File: src/rtl/cache_replace.sv
// Miss handler for the 4-way set-associative cache: picks a victim way, writes it
// back when dirty, refills the line word by word from memory and installs the new tag.
module cache_replace #(
   parameter int ADDR_WIDTH     = 8,
   parameter int TAG_ADDR_WIDTH = 20,
   parameter int BLOCK_WIDTH    = 2
) (
   input  logic                              clk,
   input  logic                              rst_n,
   input  logic                              rq_valid,
   input  logic [31:0]                       rq_address,
   output logic                              rq_ready,
   output logic                              rq_done,
   output logic                              sel,
   output logic [ADDR_WIDTH-1:0]             ri_readAddress,
   output logic [1:0]                        ri_readChannel,
   input  logic [31:0]                       ri_readData,
   output logic [ADDR_WIDTH-1:0]             ri_writeAddress,
   output logic [1:0]                        ri_writeChannel,
   output logic                              ri_writeEnable,
   output logic [31:0]                       ri_writeData,
   input  logic                              ri_isHaveFreeBlock,
   input  logic [1:0]                        ri_freeBlockNum,
   output logic [ADDR_WIDTH+BLOCK_WIDTH-1:0] dr_address,
   output logic [1:0]                        dr_channel,
   input  logic [31:0]                       dr_readData,
   output logic [31:0]                       dr_writeData,
   output logic                              dr_writeEnable,
   output logic [31:0]                       mem_address,
   output logic                              mem_read,
   output logic                              mem_write,
   output logic [31:0]                       mem_writeData,
   input  logic                              mem_waitRequest,
   input  logic [31:0]                       mem_readData,
   input  logic                              mem_readDataValid
);
   localparam logic [3:0] S_IDLE      = 4'd0;
   localparam logic [3:0] S_LOOKUP    = 4'd1;
   localparam logic [3:0] S_CHECK     = 4'd2;
   localparam logic [3:0] S_WB_ADDR   = 4'd3;
   localparam logic [3:0] S_WB_WRITE  = 4'd4;
   localparam logic [3:0] S_FILL      = 4'd5;
   localparam logic [3:0] S_FILL_WAIT = 4'd6;
   localparam logic [3:0] S_TAG_WR    = 4'd7;
   localparam logic [3:0] S_DONE      = 4'd8;
   localparam logic [BLOCK_WIDTH-1:0] WLAST = {BLOCK_WIDTH{1'b1}};

   logic [3:0]                state_q, state_d;
   logic [1:0]                rr_cnt_q, rr_cnt_d;
   logic [BLOCK_WIDTH-1:0]    wcnt_q, wcnt_d;
   logic [TAG_ADDR_WIDTH-1:0] tag_q, tag_d;
   logic [ADDR_WIDTH-1:0]     index_q, index_d;
   logic [BLOCK_WIDTH-1:0]    word_q, word_d;
   logic [1:0]                victim_q, victim_d;
   logic [TAG_ADDR_WIDTH-1:0] vtag_q, vtag_d;
   logic                      used_free_q, used_free_d;
   logic [31:0]               wdata_q, wdata_d;
   logic                      wb_first_q, wb_first_d;
   logic [1:0]                victim_s;
   logic                      unused_s;

   assign victim_s = ri_isHaveFreeBlock ? ri_freeBlockNum : rr_cnt_q;
   assign unused_s = ^{rq_address[1:0], ri_readData[31:TAG_ADDR_WIDTH+2], word_q};

   always_comb begin
      state_d     = state_q;
      rr_cnt_d    = rr_cnt_q;
      wcnt_d      = wcnt_q;
      tag_d       = tag_q;
      index_d     = index_q;
      word_d      = word_q;
      victim_d    = victim_q;
      vtag_d      = vtag_q;
      used_free_d = used_free_q;
      wdata_d     = wdata_q;
      wb_first_d  = 1'b0;
      case (state_q)
         S_IDLE: begin
            if (rq_valid) begin
               tag_d   = rq_address[31:32-TAG_ADDR_WIDTH];
               index_d = rq_address[31-TAG_ADDR_WIDTH -: ADDR_WIDTH];
               word_d  = rq_address[2 +: BLOCK_WIDTH];
               wcnt_d  = {BLOCK_WIDTH{1'b0}};
               state_d = S_LOOKUP;
            end else begin
               state_d = S_IDLE;
            end
         end
         S_LOOKUP: state_d = S_CHECK;
         S_CHECK: begin
            victim_d    = victim_s;
            vtag_d      = ri_readData[TAG_ADDR_WIDTH-1:0];
            used_free_d = ri_isHaveFreeBlock;
            if (ri_readData[TAG_ADDR_WIDTH] && ri_readData[TAG_ADDR_WIDTH+1]) begin
               state_d = S_WB_ADDR;
            end else begin
               state_d = S_FILL;
            end
         end
         S_WB_ADDR: begin
            wb_first_d = 1'b1;
            state_d    = S_WB_WRITE;
         end
         S_WB_WRITE: begin
            // The RAM word is only valid in the first cycle here; keep a copy for stalls.
            if (wb_first_q) begin
               wdata_d = dr_readData;
            end else begin
               wdata_d = wdata_q;
            end
            if (!mem_waitRequest) begin
               wcnt_d  = wcnt_q + BLOCK_WIDTH'(1);
               state_d = (wcnt_q == WLAST) ? S_FILL : S_WB_ADDR;
            end else begin
               state_d = S_WB_WRITE;
            end
         end
         S_FILL: begin
            if (!mem_waitRequest) begin
               state_d = S_FILL_WAIT;
            end else begin
               state_d = S_FILL;
            end
         end
         S_FILL_WAIT: begin
            if (mem_readDataValid) begin
               wcnt_d  = wcnt_q + BLOCK_WIDTH'(1);
               state_d = (wcnt_q == WLAST) ? S_TAG_WR : S_FILL;
            end else begin
               state_d = S_FILL_WAIT;
            end
         end
         S_TAG_WR: state_d = S_DONE;
         S_DONE: begin
            if (!used_free_q) begin
               rr_cnt_d = rr_cnt_q + 2'd1;
            end else begin
               rr_cnt_d = rr_cnt_q;
            end
            state_d = S_IDLE;
         end
         default: state_d = S_IDLE;
      endcase
   end

   always_comb begin
      rq_ready        = 1'b0;
      rq_done         = 1'b0;
      sel             = 1'b0;
      ri_readAddress  = {ADDR_WIDTH{1'b0}};
      ri_readChannel  = 2'd0;
      ri_writeAddress = {ADDR_WIDTH{1'b0}};
      ri_writeChannel = 2'd0;
      ri_writeEnable  = 1'b0;
      ri_writeData    = 32'd0;
      dr_address      = {(ADDR_WIDTH+BLOCK_WIDTH){1'b0}};
      dr_channel      = 2'd0;
      dr_writeData    = 32'd0;
      dr_writeEnable  = 1'b0;
      mem_address     = 32'd0;
      mem_read        = 1'b0;
      mem_write       = 1'b0;
      mem_writeData   = 32'd0;
      case (state_q)
         S_IDLE:   rq_ready = 1'b1;
         S_LOOKUP: begin
            sel            = 1'b1;
            ri_readAddress = index_q;
         end
         S_CHECK: begin
            sel            = 1'b1;
            ri_readAddress = index_q;
            ri_readChannel = victim_s;
         end
         S_WB_ADDR: begin
            sel        = 1'b1;
            dr_address = {index_q, wcnt_q};
            dr_channel = victim_q;
         end
         S_WB_WRITE: begin
            sel           = 1'b1;
            mem_write     = 1'b1;
            mem_address   = {vtag_q, index_q, wcnt_q, 2'b00};
            mem_writeData = wb_first_q ? dr_readData : wdata_q;
         end
         S_FILL: begin
            sel         = 1'b1;
            mem_read    = 1'b1;
            mem_address = {tag_q, index_q, wcnt_q, 2'b00};
         end
         S_FILL_WAIT: begin
            sel            = 1'b1;
            dr_address     = {index_q, wcnt_q};
            dr_channel     = victim_q;
            dr_writeData   = mem_readData;
            dr_writeEnable = mem_readDataValid;
         end
         S_TAG_WR: begin
            sel             = 1'b1;
            ri_writeEnable  = 1'b1;
            ri_writeAddress = index_q;
            ri_writeChannel = victim_q;
            ri_writeData    = {{(32-TAG_ADDR_WIDTH-2){1'b0}}, 2'b01, tag_q};
         end
         S_DONE:  rq_done = 1'b1;
         default: rq_ready = 1'b0;
      endcase
   end

   always_ff @(posedge clk or negedge rst_n) begin
      if (!rst_n) begin
         state_q     <= S_IDLE;
         rr_cnt_q    <= 2'd0;
         wcnt_q      <= {BLOCK_WIDTH{1'b0}};
         tag_q       <= {TAG_ADDR_WIDTH{1'b0}};
         index_q     <= {ADDR_WIDTH{1'b0}};
         word_q      <= {BLOCK_WIDTH{1'b0}};
         victim_q    <= 2'd0;
         vtag_q      <= {TAG_ADDR_WIDTH{1'b0}};
         used_free_q <= 1'b0;
         wdata_q     <= 32'd0;
         wb_first_q  <= 1'b0;
      end else begin
         state_q     <= state_d;
         rr_cnt_q    <= rr_cnt_d;
         wcnt_q      <= wcnt_d;
         tag_q       <= tag_d;
         index_q     <= index_d;
         word_q      <= word_d;
         victim_q    <= victim_d;
         vtag_q      <= vtag_d;
         used_free_q <= used_free_d;
         wdata_q     <= wdata_d;
         wb_first_q  <= wb_first_d;
      end
   end
endmodule

File: config.mk
export PLATFORM = sky130hd
export DESIGN_NAME = cache_replace
export DESIGN_NICKNAME = d
export VERILOG_FILES = /design/src/rtl/cache_replace.sv
export SDC_FILE = /design/constraint.sdc
export NUM_CORES = 1
export LEC_CHECK = 0
export CORE_MARGIN = 3
export CORE_UTILIZATION = 42
export CTS_CLUSTER_SIZE = 16
export DETAILED_ROUTE_END_ITERATION = 7
export MAX_ROUTING_LAYER = met4
export PLACE_DENSITY_LB_ADDON = 0.05
export SYNTH_ARGS = -nofsm -noshare
export SYNTH_HDL_FRONTEND = slang
export SYNTH_SLANG_ARGS = --single-unit
File: constraint.sdc
create_clock -name clk -period 3.52 [get_ports clk]
set_input_delay 0.88 -clock clk [delete_from_list [all_inputs] [get_ports clk]]
set_output_delay 0.88 -clock clk [all_outputs]
set_load 0.005 [all_outputs]
==> qor.yml <==
synth.distinct_cells: 38
diodes: 0
setup-violations-final: 0
holdBufCountCts: 0
path_buf_inv: 2
wl_um: 15900
fmax_ghz: 0.299
p_seq_share_pct: 32.9
final_net_count: 906
chipWidth_um: 117
clk_pin_slew_ns: 0.07
ys_seq_area_share_pct: 44.3
critPathKind: "register to output pin"
grt_pass1_vias: 4596
drc: 0
p_clk_share_pct: 17.3
synth_top_area_share_pct: 44.3
root_buffer: "clkbuf_16"
p_switching_w: 0.00199
synthTopCellsByArea: "dfrtp_1, and2_1, mux2_4, mux2_2, mux2i_1"
io_pins: 303
relSlewSlack_pct: 47.7
postCtsResizedCells: 0
hold_end: "vtag_q[12]"
detail_route.wl_per_cell_um: 16.9
stdcell_count: 941
syn_inst: 503
start_util_pct: 43.1
power.density_nw_per_um2: 717
clock_sinks: 92
grt-ovfl-total: 0
grt_max_degree: 55
maxCapViolations: 0
die_h_um: 117
p_comb_share_pct: 49.8
r2r-end: "wdata_q[10]"
setup_slack_ns: 0.179
reg2reg_depth: 5
critPathMaxFanout: 22
ys_seq_elements: 92
cts_setup_buffers: 0
ys_warn_count: 0
vias: 4584
rows: 40
cp_slowest_cell: "dfrtp_1"
critPathMaxStageDelay_ns: 0.56
area_growth_syn_to_layout_pct: 61.4
crit_chain: "nand2b_4, or3_1, clkinv_2, a22o_1, clkdlybuf4s50_1"
crit_cells: 5
worstMarginPinSlew_ns: 0.782
critPathTopFamily: "buffers and inverters"
cts_made_buffers: 9
switching_share_pct: 33.1
hold_viol: 0
routabilityCongestion: 0.859
syn_area_per_cell_um2: 10.3
vdd.ir_drop.worst_v: 0.000289
required_ns: 2.64
worst_clock_skew_ns: 0.00631
grtUsageTotal_pct: 23.5
rrSetupSlack_ns: 1.17
fillers: 971
grt_first_pass_wirelength_um: 23900
tns_ns: 0
worstHoldPathType: "register to register"
hpwl_um: 12000
dieArea_um2: 13800
coreArea_um2: 12100
stdcell_area_um2: 8400
yosysTopAreaCell: "dfrtp_1"
holdPathStages: 2
antenna_found_initial: 0
clock_insertion_delay_worst_skew_ns: 0.34
min-delay-start: "vtag_q[12]"
power.leakage_nw: 3.64
rr_startpoint: "state_q[2]"
end_kind: "output pin"
period_share_pct: 94.9
layout-drive-gt1-share_pct: 13.2
routed_via_density: 4.87
ant_nets: 0
post-place-ws_ns: 0.435
htreeDepth: 3
place_area_um2: 8080
rsz0062_at_grt: "no"
cp-start-kind: "register"
p_int_w: 0.00403
status: "completed"
drv_slew: 0
portBuffers: 275
firstDrtPassIters: 4
cp_data_arrival_time_ns: 2.46
period_needed_ns: 3.34
cts_tree: "built"
syn-cell-area_um2: 5200
cts.path.max_buffers: 2
dp_cells: 926
drt_iter0_drc: 269
## worst reg2reg max path: cells and delay by family (launching register included)
| kind | cells | cell delay [ns] |
|---|---|---|
| DFF | 1 | 0.56 |
| and+or+nand+nor | 3 | 0.92 |
| muxes | 1 | 0.44 |
| buffers and inverters | 1 | 0.30 |
## routing by layer
metal  GRT usage, %  vias to the layer above  share of wire [%]
li1               -                     2165                  -
met1           26.4                     2227                 40
met2           40.7                      176                 51
met3           6.74                       16                7.7
met4           6.80                        0                1.5
met5              -                        -                  0
## layout make-up
type | instances | area, um2 | area share [%]
Tap cell | 168 | 210 | 2.50
Sequential cell | 92 | 2300 | 27.4
Inverter | 3 | 12.5 | 0.149
Clock buffer | 10 | 229 | 2.73
Multi-Input combinational cell | 371 | 2670 | 31.8
Clock inverter | 5 | 85.1 | 1.01
Timing Repair Buffer | 292 | 2890 | 34.4
## state kept, by name, summed over array words and instances, names as in the netlist
signal	count
rr_cnt_q	2
tag_q	20
vtag_q	20
wdata_q	32
victim_q	2
wb_first_q	1
wcnt_q	2
index_q	8
used_free_q	1
state_q	4
## Yosys cell counts
library cell  number
a21oi_1            2
nor2b_1            1
or2_2              1
nand2_2            1
xor2_1             1
a2111oi_0          1
nor4_4             1
nand2_1           70
xnor2_1            4
o211ai_1           2
ha_1               1
buf_4             15
and3b_1            1
clkinv_2           1
a21o_1             2
a22o_1            21
nor4_1             1
conb_1             1
nand2b_1           1
a2111o_1           1
o21a_1             1
a31oi_1            1
dfrtp_1           92
o21bai_1           1
nor3_1             7
and2_1            94
mux2_2            31
nand2b_4           1
nand2_4            1
inv_1              2
nor2_1            41
buf_2              9
clkbuf_1          22
buf_6              3
or3_1              2
o21ai_0            2
mux2i_1           34
mux2_4            30
## power by group through the flow
stage	combinational (W)	sequential, W	clock (W)
global route	0.00327	0.00205	0.00112
global placement	0.00296	0.00195	0
finish	0.00300	0.00198	0.00104
CTS	0.00304	0.00198	0.00107
detailed placement	0.00302	0.00199	0
floorplan	0.00170	0.00184	0
## logic make-up (layout without fill, tap and decap cells)
kind of cell	Yosys count	count (layout)	share of synthesized area, %
compound gates	34	34	5.29
xor+xnor	5	5	0.842
fa+ha+maj	1	1	0.240
buf+inv	52	310	5.51
flops	92	92	44.3
mux	95	95	21.9
other cells	1	13	0.0721
simple gates	223	223	21.9
## per-stage QoR
stage | hold WS [ns] | util (%) | power, W
6_report | 0.478 | 69.6 | 0.00602
2_1_floorplan | 0.438 | - | 0.00354
3_5_place_dp | 0.463 | 67.0 | 0.00501
3_3_place_gp | 0.455 | 67.0 | 0.00491
4_1_cts | 0.479 | 69.6 | 0.00608
5_1_grt | 0.505 | 69.6 | 0.00644
## placed cells by master (no fill, tap or decap), types with 6 or more instances in the layout
master and count:
dfrtp_1 91, clkbuf_16 9, buf_4 17, nor3_1 6, conb_1 13, mux2_2 31, mux2_4 30, mux2i_1 34
a22o_1 21, nor2_1 40, and2_1 94, nand2_1 70, clkdlybuf4s50_1 274
## how the worst max path moves through the flow
stage | start | end | slack (ns)
floorplan | state_q[3] | mem_address[17] | 1.21
global placement | mem_readDataValid | dr_writeEnable | 0.44
detailed placement | mem_readDataValid | dr_writeEnable | 0.44
CTS | state_q[2] | mem_address[31] | 0.17
global route | state_q[2] | mem_address[15] | 0.05
finish | state_q[2] | mem_address[31] | 0.18
Note: power is estimated with default switching activity, not from simulation.
